==> config.mk <==
export PLATFORM = sky130hd
export DESIGN_NAME = lcd_init_seq_flat
export DESIGN_NICKNAME = d
export VERILOG_FILES = /design/src/rtl/lcd_init_seq_if.sv /design/src/rtl/lcd_init_seq.sv /design/src/flat_wrapper.sv
export SDC_FILE = /design/constraint.sdc
export NUM_CORES = 1
export LEC_CHECK = 0
export BUFFER_PORTS_ARGS = -buffer_cell sky130_fd_sc_hd__buf_2
export CORE_ASPECT_RATIO = 1.1
export CORE_MARGIN = 2
export CORE_UTILIZATION = 58
export CTS_CLUSTER_SIZE = 10
export DETAILED_ROUTE_END_ITERATION = 10
export HOLD_SLACK_MARGIN = 0.15
export PLACE_DENSITY = 0.86
export REMOVE_ABC_BUFFERS = 1
export SLEW_MARGIN = 20
export SYNTH_ARGS = -nofsm -noshare
export SYNTH_HDL_FRONTEND = slang
export SYNTH_SLANG_ARGS = --single-unit
==> constraint.sdc <==
create_clock -name clk -period 3.4 [get_ports clk]
set_clock_uncertainty 0.1 [all_clocks]
set_input_delay 0.34 -clock clk [delete_from_list [all_inputs] [get_ports clk]]
set_output_delay 0.34 -clock clk [all_outputs]
set_load 0.05 [all_outputs]
==> src/rtl/lcd_init_seq_if.sv <==
// Byte stream with valid/ready handshake and a D/C flag, shared by the
// SPI writer port and the pixel-source port of the init sequencer.
interface lcd_init_seq_if;
  logic       valid;
  logic       ready;
  logic [7:0] data;
  logic       dc;

  modport master (output valid, output data, output dc, input ready);
  modport slave  (input valid, input data, input dc, output ready);
endinterface

==> src/rtl/lcd_init_seq.sv <==
// LCD power-up sequencer: panel reset pulse, walk of the init-command ROM
// (bytes and delays), then hands the SPI byte writer to the pixel source.
module lcd_init_seq #(
  parameter logic [23:0] DELAY_255ms = 24'd12_750_000,
  parameter logic [15:0] DELAY_UNIT  = 16'd50_000,
  parameter int          ROM_AW      = 6
) (
  input  logic              clk,
  input  logic              rst_n,
  input  logic              reinit,
  output logic [ROM_AW-1:0] rom_addr,
  input  logic [9:0]        rom_data,
  lcd_init_seq_if.master    wr,
  lcd_init_seq_if.slave     pix,
  output logic              lcd_reset,
  output logic              lcd_blk,
  output logic              init_done
);

  localparam logic [2:0] RST_LOW  = 3'd0;
  localparam logic [2:0] RST_HIGH = 3'd1;
  localparam logic [2:0] FETCH    = 3'd2;
  localparam logic [2:0] DECODE   = 3'd3;
  localparam logic [2:0] SEND     = 3'd4;
  localparam logic [2:0] DELAY    = 3'd5;
  localparam logic [2:0] DONE     = 3'd6;

  localparam logic [1:0] TYPE_CMD   = 2'b00;
  localparam logic [1:0] TYPE_DATA  = 2'b01;
  localparam logic [1:0] TYPE_DELAY = 2'b10;

  logic [2:0]        state_reg, state_next;
  logic [23:0]       rst_cnt_reg, rst_cnt_next;
  logic [15:0]       unit_cnt_reg, unit_cnt_next;
  logic [7:0]        rep_cnt_reg, rep_cnt_next;
  logic [ROM_AW-1:0] rom_addr_reg, rom_addr_next;
  logic              wr_valid_reg, wr_valid_next;
  logic [7:0]        wr_data_reg, wr_data_next;
  logic              wr_dc_reg, wr_dc_next;
  logic              lcd_reset_reg, lcd_reset_next;
  logic              lcd_blk_reg, lcd_blk_next;
  logic              init_done_reg, init_done_next;

  logic              in_done;
  logic              last_entry;
  logic              rst_wait_over;
  logic              unit_over;
  logic [1:0]        entry_type;
  logic [7:0]        payload;
  logic [2:0]        advance_state;
  logic [ROM_AW-1:0] advance_addr;

  assign in_done       = (state_reg == DONE);
  assign last_entry    = (rom_addr_reg == {ROM_AW{1'b1}});
  assign rst_wait_over = (rst_cnt_reg == DELAY_255ms - 24'd1);
  assign unit_over     = (unit_cnt_reg == DELAY_UNIT - 16'd1);
  assign entry_type    = rom_data[9:8];
  assign payload       = rom_data[7:0];

  // The last ROM slot finishes the program rather than wrapping to address 0.
  assign advance_state = last_entry ? DONE : FETCH;
  assign advance_addr  = last_entry ? rom_addr_reg : rom_addr_reg + ROM_AW'(1);

  always_comb begin
    state_next     = state_reg;
    rst_cnt_next   = rst_cnt_reg;
    unit_cnt_next  = unit_cnt_reg;
    rep_cnt_next   = rep_cnt_reg;
    rom_addr_next  = rom_addr_reg;
    wr_valid_next  = wr_valid_reg;
    wr_data_next   = wr_data_reg;
    wr_dc_next     = wr_dc_reg;
    lcd_reset_next = lcd_reset_reg;
    lcd_blk_next   = lcd_blk_reg;
    init_done_next = init_done_reg;

    case (state_reg)
      RST_LOW: begin
        lcd_reset_next = 1'b0;
        if (rst_wait_over) begin
          rst_cnt_next   = '0;
          lcd_reset_next = 1'b1;
          state_next     = RST_HIGH;
        end else begin
          rst_cnt_next = rst_cnt_reg + 24'd1;
        end
      end

      RST_HIGH: begin
        if (rst_wait_over) begin
          rst_cnt_next  = '0;
          rom_addr_next = '0;
          state_next    = FETCH;
        end else begin
          rst_cnt_next = rst_cnt_reg + 24'd1;
        end
      end

      FETCH: begin
        state_next = DECODE;
      end

      DECODE: begin
        case (entry_type)
          TYPE_CMD, TYPE_DATA: begin
            wr_valid_next = 1'b1;
            wr_data_next  = payload;
            wr_dc_next    = (entry_type == TYPE_DATA);
            state_next    = SEND;
          end
          TYPE_DELAY: begin
            if (payload == 8'd0) begin
              rom_addr_next = advance_addr;
              state_next    = advance_state;
            end else begin
              rep_cnt_next  = payload;
              unit_cnt_next = '0;
              state_next    = DELAY;
            end
          end
          default: begin
            state_next = DONE;
          end
        endcase
      end

      SEND: begin
        if (wr.ready) begin
          wr_valid_next = 1'b0;
          rom_addr_next = advance_addr;
          state_next    = advance_state;
        end
      end

      // Inner counter spans one unit, outer counter counts remaining units.
      DELAY: begin
        if (unit_over) begin
          unit_cnt_next = '0;
          if (rep_cnt_reg == 8'd1) begin
            rep_cnt_next  = '0;
            rom_addr_next = advance_addr;
            state_next    = advance_state;
          end else begin
            rep_cnt_next = rep_cnt_reg - 8'd1;
          end
        end else begin
          unit_cnt_next = unit_cnt_reg + 16'd1;
        end
      end

      DONE: begin
        if (reinit) begin
          state_next     = RST_LOW;
          rst_cnt_next   = '0;
          rom_addr_next  = '0;
          lcd_reset_next = 1'b0;
          lcd_blk_next   = 1'b0;
          init_done_next = 1'b0;
        end else begin
          lcd_blk_next   = 1'b1;
          init_done_next = 1'b1;
        end
      end

      default: begin
        state_next = RST_LOW;
      end
    endcase
  end

  always_ff @(posedge clk or negedge rst_n) begin
    if (!rst_n) begin
      state_reg     <= RST_LOW;
      rst_cnt_reg   <= '0;
      unit_cnt_reg  <= '0;
      rep_cnt_reg   <= '0;
      rom_addr_reg  <= '0;
      wr_valid_reg  <= 1'b0;
      wr_data_reg   <= '0;
      wr_dc_reg     <= 1'b0;
      lcd_reset_reg <= 1'b0;
      lcd_blk_reg   <= 1'b0;
      init_done_reg <= 1'b0;
    end else begin
      state_reg     <= state_next;
      rst_cnt_reg   <= rst_cnt_next;
      unit_cnt_reg  <= unit_cnt_next;
      rep_cnt_reg   <= rep_cnt_next;
      rom_addr_reg  <= rom_addr_next;
      wr_valid_reg  <= wr_valid_next;
      wr_data_reg   <= wr_data_next;
      wr_dc_reg     <= wr_dc_next;
      lcd_reset_reg <= lcd_reset_next;
      lcd_blk_reg   <= lcd_blk_next;
      init_done_reg <= init_done_next;
    end
  end

  // Once initialised the writer belongs to the pixel source, combinationally.
  assign wr.valid  = in_done ? pix.valid : wr_valid_reg;
  assign wr.data   = in_done ? pix.data  : wr_data_reg;
  assign wr.dc     = in_done ? pix.dc    : wr_dc_reg;
  assign pix.ready = in_done ? wr.ready  : 1'b0;

  assign rom_addr  = rom_addr_reg;
  assign lcd_reset = lcd_reset_reg;
  assign lcd_blk   = lcd_blk_reg;
  assign init_done = init_done_reg;

endmodule

==> src/flat_wrapper.sv <==
// flat-port wrapper written by rule: the top's interface ports become plain ports
module lcd_init_seq_flat 
#(
  parameter logic [23:0] DELAY_255ms = 24'd12_750_000,
  parameter logic [15:0] DELAY_UNIT  = 16'd50_000,
  parameter int          ROM_AW      = 6
)
  (clk, rst_n, reinit, rom_addr, rom_data, lcd_reset, lcd_blk, init_done, wr_valid, wr_data, wr_dc, wr_ready, pix_valid, pix_data, pix_dc, pix_ready);
  lcd_init_seq_if wr_i ();
  lcd_init_seq_if pix_i ();
  input  logic clk;
  input  logic rst_n;
  input  logic reinit;
  output logic [ROM_AW-1:0] rom_addr;
  input  logic [9:0] rom_data;
  output logic lcd_reset;
  output logic lcd_blk;
  output logic init_done;
  output wire logic [$bits(wr_i.valid)-1:0] wr_valid;
  output wire logic [$bits(wr_i.data)-1:0] wr_data;
  output wire logic [$bits(wr_i.dc)-1:0] wr_dc;
  input wire logic [$bits(wr_i.ready)-1:0] wr_ready;
  input wire logic [$bits(pix_i.valid)-1:0] pix_valid;
  input wire logic [$bits(pix_i.data)-1:0] pix_data;
  input wire logic [$bits(pix_i.dc)-1:0] pix_dc;
  output wire logic [$bits(pix_i.ready)-1:0] pix_ready;
  assign wr_valid = wr_i.valid;
  assign wr_data = wr_i.data;
  assign wr_dc = wr_i.dc;
  assign wr_i.ready = wr_ready;
  assign pix_i.valid = pix_valid;
  assign pix_i.data = pix_data;
  assign pix_i.dc = pix_dc;
  assign pix_ready = pix_i.ready;
  lcd_init_seq #(.DELAY_255ms(DELAY_255ms), .DELAY_UNIT(DELAY_UNIT), .ROM_AW(ROM_AW)) u_core (.clk(clk), .rst_n(rst_n), .reinit(reinit), .rom_addr(rom_addr), .rom_data(rom_data), .wr(wr_i), .pix(pix_i), .lcd_reset(lcd_reset), .lcd_blk(lcd_blk), .init_done(init_done));
endmodule
==> flow_summary.yaml <==
outcome:
  outcome: "finished, final reports clean"
cts:
  htree_levels: 3
  clkTransAtPathRegs_ps: 80
  cts_made_buffers: 9
  cts_resized: 0
  root_buffer: "clkbuf_8"
  tritoncts: "yes"
  cts.path.max_buffers: 2
  cts_setup_buffers: 0
  cts_hold_buf: 3
  cts_sinks: 69
  clock_latency_ps: 350
timing:
  max_freq_ghz: 0.3606
  tns_ps: 0
  maxSlewHeadroom: 0.4077
  rsz0062_at_grt: "false"
  slew_violations: 0
  worst_slew_pin_slew_ps: 885.1
  timing.final.crit_share: 0.8155
  fin_ws_ps: 627.1
  hold_viol: 0
  min_period_ps: 2773
  setup_violations: 0
finish:
  fill_cells: 468
  largest_reg_flops: 24
  fin_nets: 501
  mostFrequentLayoutCells: "dfrtp_1, nand2_1, o21ai_0"
  final_util: 0.6964
  multiInputGateArea_um2: 1987
  layout_commonest_cell: "dfrtp_1"
  seqCellArea_um2: 1727
  drive_above_1_share: 0.1719
  postLayoutCellArea_um2: 4365
  area_growth_pct: 14.58
  diodes: 0
global_routing:
  overflow: 0
  use_met2: 0.4374
  grt_first_pass_wirelength_um: 15240
  grt_max_degree: 44
  grt_use_total: 0.2720
  grt.busiest_layer: "met2"
  antenna_found_initial: 0
  met3_usage: 0.04343
  met1_usage: 0.3663
  grt_pass1_vias: 3299
setup_path:
  cp_max_fo: 7
  critical_path_class: "reg -> reg"
  critPathLaunchType: "flop"
  critical_path_arrival_ps: 2910
  end_kind: "flop"
  crit_required_ps: 3540
power:
  powerDensity_nw_per_um2: 386.0
  ir_drop_mv: 0.2955
  power_w: 0.001685
  p_leak_nw: 2.017
die:
  die_width_um: 81.28
  die_h_um: 89.01
  io_pins: 44
  num_rows: 30
  core_area_um2: 6269
  dieArea_um2: 7234
  start_util: 0.6078
synthesis:
  synth_seq_cells: 69
  syn_area_per_cell_um2: 9.007
  synthesis.instances: 423
  synth_cell_types: 52
  syn_area_um2: 3810
  synthArstFlopShare: 1.000
  ys_warn_count: 0
  ys_seq_area_frac: 0.4532
  synth_edf_count: 0
  ys.flop_type: "dfrtp_1"
job:
  maxCapViolCount: 0
routing:
  via_per_inst: 6.145
  drt_iter0_drc: 294
  wl_um: 9081
  firstDrtPassIters: 4
  wire_per_inst_um: 16.30
  vias: 3423
  ant_nets: 0
  drc: 0
place:
  dp_slack_ps: 649.9
  dp_hpwl_um: 6223
  dpl_cell_area_um2: 4108
  place.gp.congestion: 0.8630
  port_buffers: 43
hold_path:
  worstHoldPathType: "in -> reg"
==> cells by family (layout without fill, tap and decap cells) <==
| family | after synthesis | count (layout) | share of synthesized area |
|---|---|---|---|
| DFF | 69 | 69 | 0.4532 |
| buffers and inverters | 22 | 76 | 0.02529 |
| AOI/OAI and AO/OA | 104 | 104 | 0.1695 |
| and+or+nand+nor | 194 | 194 | 0.2621 |
| xor gates and xnor gates | 18 | 18 | 0.04138 |
| muxes | 11 | 11 | 0.03218 |
| adders and majority gates | 5 | 5 | 0.01642 |
==> cells in the mapped netlist, drive strengths merged, types with 2 or more instances <==
master / count / share of area
a21oi: 23 / 0.030
a22o: 4 / 0.0092
a31oi: 5 / 0.0082
a32o: 3 / 0.0079
a32oi: 4 / 0.0092
and2: 6 / 0.0099
and3: 16 / 0.026
and4: 5 / 0.011
buf: 5 / 0.0085
clkbuf: 10 / 0.0099
dfrtp: 69 / 0.45
ha: 5 / 0.016
inv: 7 / 0.0069
mux2: 10 / 0.030
nand2: 64 / 0.064
nand3: 14 / 0.018
nand3b: 4 / 0.0079
nand4: 11 / 0.018
nand4b: 2 / 0.0046
nor2: 42 / 0.041
nor2b: 3 / 0.0049
nor3: 3 / 0.0039
nor4: 4 / 0.0066
nor4b: 3 / 0.011
nor4bb: 2 / 0.0053
o211ai: 2 / 0.0039
o21a: 4 / 0.0079
o21ai: 45 / 0.059
o22ai: 2 / 0.0033
o31ai: 6 / 0.012
or2: 2 / 0.0033
or3: 7 / 0.011
or4: 2 / 0.0049
or4b: 2 / 0.0053
xnor2: 5 / 0.011
xor2: 13 / 0.030
==> worst paths after layout <==
check	depth (start not counted)	slack [ps]	end	from
hold / removal	2	160	u_core.wr_data_reg[3]	rom_data[3]
setup / recovery	6	630	u_core.rom_addr[0]	u_core.rep_cnt_reg[2]
min in group asynchronous	2	420	u_core.wr_data_reg[3]	rst_n
max in group asynchronous	3	2120	u_core.unit_cnt_reg[2]	rst_n
setup reg to reg	6	630	u_core.rom_addr[0]	u_core.rep_cnt_reg[2]
hold reg to reg	1	410	u_core.unit_cnt_reg[2]	u_core.unit_cnt_reg[2]
==> worst max-delay path, cell delays in order (launching register included) <==
cell	delay [ps]
dfrtp_1	450
or4_4	530
o41a_4	420
a211o_4	360
nor4b_4	480
nand2_2	90
a22o_1	240
==> layer usage <==
| metal | wire (um) | vias to the layer above |
|---|---|---|
| li1 | - | 1642 |
| met1 | 4140 | 1669 |
| met2 | 4342 | 97 |
| met3 | 430 | 15 |
| met4 | 167 | 0 |
| met5 | 0 | - |
==> where the power goes <==
| group | switching (W) | internal [W] | leakage, nW |
|---|---|---|---|
| logic | 0.0000581 | 0.0000278 | 1.02 |
| clock network | 0.000315 | 0.000451 | 0.116 |
| registers | 0.00000514 | 0.000827 | 0.877 |
==> layout make-up <==
class,count,share of cell area
sequential,69,0.3955
tap,80,0.02293
multi-input combinational,332,0.4551
clock inverter,4,0.01605
clock buffer,12,0.03554
timing repair buffer,53,0.06879
inverter,7,0.006019
==> through the flow <==
stage                     hold WS, ps  instances
after floorplan                -55.59        408
after global placement          377.2        538
after detailed placement        396.8        538
after CTS                       156.9        557
after global routing            160.3        557
final                           163.2        557
No activity file was read; power rests on OpenSTA's default activity.
